--- config.mk ---
export PLATFORM = sky130hd
export DESIGN_NAME = wb_rr_arb
export DESIGN_NICKNAME = d
export VERILOG_FILES = /design/src/rtl/wb_rr_arb.sv
export SDC_FILE = /design/constraint.sdc
export NUM_CORES = 1
export LEC_CHECK = 0
export ABC_AREA = 1
export CORE_AREA = 3 3 147 149
export CTS_CLUSTER_SIZE = 20
export DETAILED_ROUTE_END_ITERATION = 7
export DIE_AREA = 0 0 150 152
export DONT_BUFFER_PORTS = 1
export HOLD_SLACK_MARGIN = 0.06
export PLACE_DENSITY = 0.3
export SKIP_CTS_REPAIR_TIMING = 1
export SYNTH_ARGS = -nofsm -noshare
export SYNTH_HDL_FRONTEND = slang
export SYNTH_SLANG_ARGS = --single-unit
--- constraint.sdc ---
create_clock -name wb_clk_i -period 2.34 [get_ports wb_clk_i]
set_clock_uncertainty 0.05 [all_clocks]
set_input_delay 0.117 -clock wb_clk_i [delete_from_list [all_inputs] [get_ports wb_clk_i]]
set_output_delay 0.117 -clock wb_clk_i [all_outputs]
set_load 0.05 [all_outputs]
--- src/rtl/wb_rr_arb.sv ---
// Round-robin Wishbone arbiter: nm masters share one slave port, with a
// per-grant watchdog that errors out a stalled strobe and releases the bus.
module wb_rr_arb #(
  parameter int unsigned nm    = 3,
  parameter int unsigned aw    = 32,
  parameter int unsigned dw    = 32,
  parameter int unsigned nb_w  = dw / 8,
  parameter int unsigned tmo_w = 8
) (
  input  logic               wb_clk_i,
  input  logic               wb_rst_i,
  input  logic [nm*aw-1:0]   wbm_adr_i,
  input  logic [nm*dw-1:0]   wbm_dat_i,
  input  logic [nm*nb_w-1:0] wbm_sel_i,
  input  logic [nm*3-1:0]    wbm_cti_i,
  input  logic [nm*2-1:0]    wbm_bte_i,
  input  logic [nm-1:0]      wbm_we_i,
  input  logic [nm-1:0]      wbm_cyc_i,
  input  logic [nm-1:0]      wbm_stb_i,
  output logic [dw-1:0]      wbm_dat_o,
  output logic [nm-1:0]      wbm_ack_o,
  output logic [nm-1:0]      wbm_err_o,
  output logic [nm-1:0]      wbm_rty_o,
  output logic [aw-1:0]      wbs_adr_o,
  output logic [dw-1:0]      wbs_dat_o,
  output logic [nb_w-1:0]    wbs_sel_o,
  output logic [2:0]         wbs_cti_o,
  output logic [1:0]         wbs_bte_o,
  output logic               wbs_we_o,
  output logic               wbs_cyc_o,
  output logic               wbs_stb_o,
  input  logic [dw-1:0]      wbs_dat_i,
  input  logic               wbs_ack_i,
  input  logic               wbs_err_i,
  input  logic               wbs_rty_i,
  output logic [nm-1:0]      gnt_o
);

  localparam int unsigned IW = (nm > 1) ? $clog2(nm) : 1;

  typedef enum logic {IDLE, BUSY} state_t;

  state_t           state_q, state_d;
  logic [nm-1:0]    gnt_q, gnt_d;
  logic [IW-1:0]    last_q, last_d;
  logic [tmo_w-1:0] tmo_q, tmo_d;

  logic          m_cyc, m_stb, term, tmo_hit, found;
  logic [IW-1:0] g_idx, win_idx;
  int unsigned   cand;

  // gnt_q is all-zero in IDLE, so the AND-OR mux also zeroes the slave fields.
  always_comb begin
    m_cyc     = 1'b0;
    m_stb     = 1'b0;
    g_idx     = '0;
    wbs_adr_o = '0;
    wbs_dat_o = '0;
    wbs_sel_o = '0;
    wbs_cti_o = '0;
    wbs_bte_o = '0;
    wbs_we_o  = 1'b0;
    for (int unsigned i = 0; i < nm; i++) begin
      if (gnt_q[i]) begin
        g_idx     = IW'(i);
        m_cyc     = wbm_cyc_i[i];
        m_stb     = wbm_stb_i[i];
        wbs_adr_o = wbm_adr_i[i*aw +: aw];
        wbs_dat_o = wbm_dat_i[i*dw +: dw];
        wbs_sel_o = wbm_sel_i[i*nb_w +: nb_w];
        wbs_cti_o = wbm_cti_i[i*3 +: 3];
        wbs_bte_o = wbm_bte_i[i*2 +: 2];
        wbs_we_o  = wbm_we_i[i];
      end
    end
  end

  always_comb begin
    term      = wbs_ack_i | wbs_err_i | wbs_rty_i;
    tmo_hit   = (state_q == BUSY) && m_stb && (tmo_q == '1) && !term;
    wbs_cyc_o = m_cyc & ~tmo_hit;
    wbs_stb_o = m_stb & ~tmo_hit;
    wbm_ack_o = gnt_q & {nm{wbs_ack_i}};
    wbm_err_o = gnt_q & {nm{wbs_err_i | tmo_hit}};
    wbm_rty_o = gnt_q & {nm{wbs_rty_i}};
    wbm_dat_o = wbs_dat_i;
    gnt_o     = gnt_q;
  end

  // Search starts just past the last winner, so it naturally ranks lowest.
  always_comb begin
    found   = 1'b0;
    win_idx = '0;
    cand    = 0;
    for (int unsigned k = 1; k <= nm; k++) begin
      cand = (32'(last_q) + k) % nm;
      if (!found && wbm_cyc_i[cand]) begin
        found   = 1'b1;
        win_idx = IW'(cand);
      end
    end
  end

  always_comb begin
    state_d = state_q;
    gnt_d   = gnt_q;
    last_d  = last_q;
    tmo_d   = tmo_q;
    case (state_q)
      IDLE: begin
        tmo_d = '0;
        if (found) begin
          state_d        = BUSY;
          gnt_d          = '0;
          gnt_d[win_idx] = 1'b1;
        end
      end
      BUSY: begin
        if (tmo_hit || !m_cyc) begin
          state_d = IDLE;
          gnt_d   = '0;
          last_d  = g_idx;
          tmo_d   = '0;
        end else if (!m_stb || term) begin
          tmo_d = '0;
        end else if (tmo_q != '1) begin
          tmo_d = tmo_q + 1'b1;
        end
      end
      default: begin
        state_d = IDLE;
        gnt_d   = '0;
        tmo_d   = '0;
      end
    endcase
  end

  always_ff @(posedge wb_clk_i or posedge wb_rst_i) begin
    if (wb_rst_i) begin
      state_q <= IDLE;
      gnt_q   <= '0;
      last_q  <= IW'(nm - 1);
      tmo_q   <= '0;
    end else begin
      state_q <= state_d;
      gnt_q   <= gnt_d;
      last_q  <= last_d;
      tmo_q   <= tmo_d;
    end
  end

endmodule
==> results.json <==
{
  "synth-edff-count": 0,
  "final_hold_viol_count": 0,
  "syn_to_final_growth_pct": 27.95,
  "dr_wl_met2_mm": 6.305,
  "p_per_area_nw_per_um2": 1842,
  "cp.arrival_ns": 2.06,
  "cts.clk_slew.worst_paths_ns": 0.05,
  "reg2reg_to": "gnt_o[0]$_DFFE_PP0P_",
  "place_hpwl_mm": 11.26,
  "wl_per_cell_um": 18.00,
  "swShare_pct": 67.43,
  "power.total_mw": 6.118,
  "cpPeakStageDelay_ns": 0.50,
  "netlist.top_cell.by_area": "a22oi_1",
  "tns_ns": 0,
  "p_int_mw": 1.993,
  "gp_congestion": 0.8205,
  "max_freq_mhz": 449.8,
  "remaining_drc_errors": 0,
  "combPwrFrac_pct": 88.0,
  "fin_nets": 722,
  "cts-root-buf": "clkbuf_16",
  "synth_nets": 697,
  "clock_path_buffers": 2,
  "clock_sinks": 14,
  "num_vias": 3183,
  "grt-ovfl-total": 0,
  "drt_iter0_drc": 230,
  "hold_start": "wbm_cyc_i[2]",
  "path_cells": "nor2_4 -> buf_6 -> a22oi_1 -> o21ai_1 -> buf_4",
  "firstDrtPassIters": 4,
  "synth-seq-cells": 14,
  "rr_startpoint": "last_q[1]$_DFFE_PP1P_",
  "yosysSeqAreaShare_pct": 13.54,
  "pwr-share-seq_pct": 6.1,
  "cp_top_family": "buffers and inverters",
  "cts_tree": "done",
  "ios": 385,
  "leakagePower_nw": 1.344,
  "cp-start-kind": "flop",
  "required_ns": 2.17,
  "drt-vias-per-instance": 4.402,
  "coreArea_um2": 20300,
  "route.met3.wl_mm": 1.652,
  "rr_worst_depth": 10,
  "path_max_fanout": 43,
  "ys.flop_type": "dfrtp_1",
  "crit_buf_inv": 2,
  "vdd_drop_max_mv": 0.7449,
  "finalCritPeriodShare_pct": 95.01,
  "p_sw_mw": 4.125,
  "syn_area_um2": 2596,
  "grt_pass1_vias": 3101,
  "htree_num_levels": 1,
  "worst_slew_pin_slew_ns": 0.5553,
  "critical_path_class": "flop to output port",
  "whs_path_depth": 4,
  "r2r_slack_ns": 0.41,
  "port_buffers": 0,
  "pwr-share-clk_pct": 6.0,
  "top_layer_used": "met4",
  "design.die.area_um2": 22800,
  "end_kind": "output port",
  "cts_buffers": 3,
  "row_count": 52,
  "yosys-top-cells-area": "a22oi_1 (21%), nand2_1 (16%), o21ai_0 (15%)",
  "drv_cap": 0,
  "cpMaxStageDelayCell": "dfrtp_4",
  "synthCells": 428,
  "grt_max_degree": 87,
  "period_needed_ns": 2.223,
  "min_to": "gnt_o[2]$_DFFE_PP0P_",
  "layout_commonest_cell": "nand2_1",
  "drt-met1-wl_mm": 4.932,
  "grt.total_usage_pct": 9.852,
  "synth.avg_cell_area_um2": 6.066,
  "wl_mm": 13.01,
  "die_w_um": 150,
  "antenna_found_initial": 0,
  "min_path_type": "input port to flop",
  "rsz0062_at_grt": "false",
  "synth_top_area_share_pct": 21.40,
  "ant_nets": 0,
  "fill_cells": 2358,
  "yosysWarnings": 0,
  "synth_cell_types": 28,
  "start_util_pct": 12.79,
  "async_flop_share_pct": 100.0,
  "clkLatencyLatePin_ns": 0.24,
  "setup_viol": 0,
  "die_y_um": 152,
  "drive_above_1_share_pct": 22.57,
  "grt_pass1_wl_mm": 17.57,
  "relSlewSlack_pct": 62.94,
  "outcome": "complete, no violations",
  "final_cell_mix": "nand2_1 (108), buf_4 (83), o21ai_1 (78)",
  "slew_viol_final": 0
}
## flip-flops by register name, summed over array words and instances, names as in the netlist
signal,count
tmo_q,8
state_q,1
last_q,2
gnt_o,3
## cell usage after synthesis, types with 2 or more instances
library cell,count
dfrtp_1,13
nand4_1,3
ha_1,4
xor2_1,3
xnor2_1,3
nor2_1,16
nor2_4,3
clkbuf_1,22
nand3_1,14
nor3_1,4
inv_2,2
o21ai_0,77
a22oi_1,74
buf_2,10
buf_4,35
inv_1,23
nand2_1,108
o21ai_1,4
## worst max path at each step
stage,startpoint,to,slack [ns],cells after the start
global route,gnt_o[1]$_DFFE_PP0P_,wbs_dat_o[27],0.06,5
finish,gnt_o[1]$_DFFE_PP0P_,wbs_dat_o[27],0.12,5
floorplan,gnt_o[1]$_DFFE_PP0P_,wbs_adr_o[0],0.11,6
CTS,gnt_o[1]$_DFFE_PP0P_,wbs_dat_o[27],0.006,5
global placement,gnt_o[1]$_DFFE_PP0P_,wbs_dat_o[27],0.28,5
detailed placement,gnt_o[1]$_DFFE_PP0P_,wbs_dat_o[27],0.27,5
## tightest hold or removal path: stages
cell and delay [ns]:
nand3_1 0.05, nand3_1 0.13, nand2_1 0.06, nand2_1 0.06
## layout make-up
type | instances | area, um2 | area share, %
diodes | 1 | 2.502 | 0.07533
inverters | 25 | 93.84 | 2.825
clock buffers | 4 | 88.84 | 2.674
well taps | 270 | 337.8 | 10.17
multi-input cells | 322 | 1755 | 52.84
repair buffers | 87 | 684.4 | 20.60
flip-flops and latches | 14 | 359.1 | 10.81
## metrics by stage
stage	worst slack (ns)	util, %	cells	area [um2]	hold slack (ns)
2_1_floorplan	0.1101	-	428	2596	-0.04450
3_3_place_gp	0.2823	15.85	717	3217	0.03292
3_5_place_dp	0.2699	15.85	717	3217	0.04319
4_1_cts	0.005516	16.28	721	3306	-0.2158
5_1_grt	0.06260	16.35	722	3319	0.1841
6_report	0.1167	16.36	723	3322	0.1640
## power groups by stage
stage | Clock [mW] | Sequential (mW) | Combinational [mW]
finish | 0.365 | 0.371 | 5.38
global placement | 0 | 0.372 | 5.43
global route | 0.378 | 0.378 | 5.76
floorplan | 0 | 0.389 | 4.06
detailed placement | 0 | 0.375 | 5.43
CTS | 0.368 | 0.372 | 5.44
## routing by layer
metal  global-route usage [%]  vias up
li1                         -     1512
met1                    10.94     1435
met2                    17.94      226
met3                    3.843       10
met4                    1.569        0
met5                        0        -
## cell families after synthesis
logic type | synth area share, %
xor gates and xnor gates | 2.024
adders and majority gates | 1.928
buffers and inverters | 18.84
AOI/OAI and AO/OA | 38.07
and+or+nand+nor | 25.59
DFF | 13.54
Power figures use the tool's default switching activity.
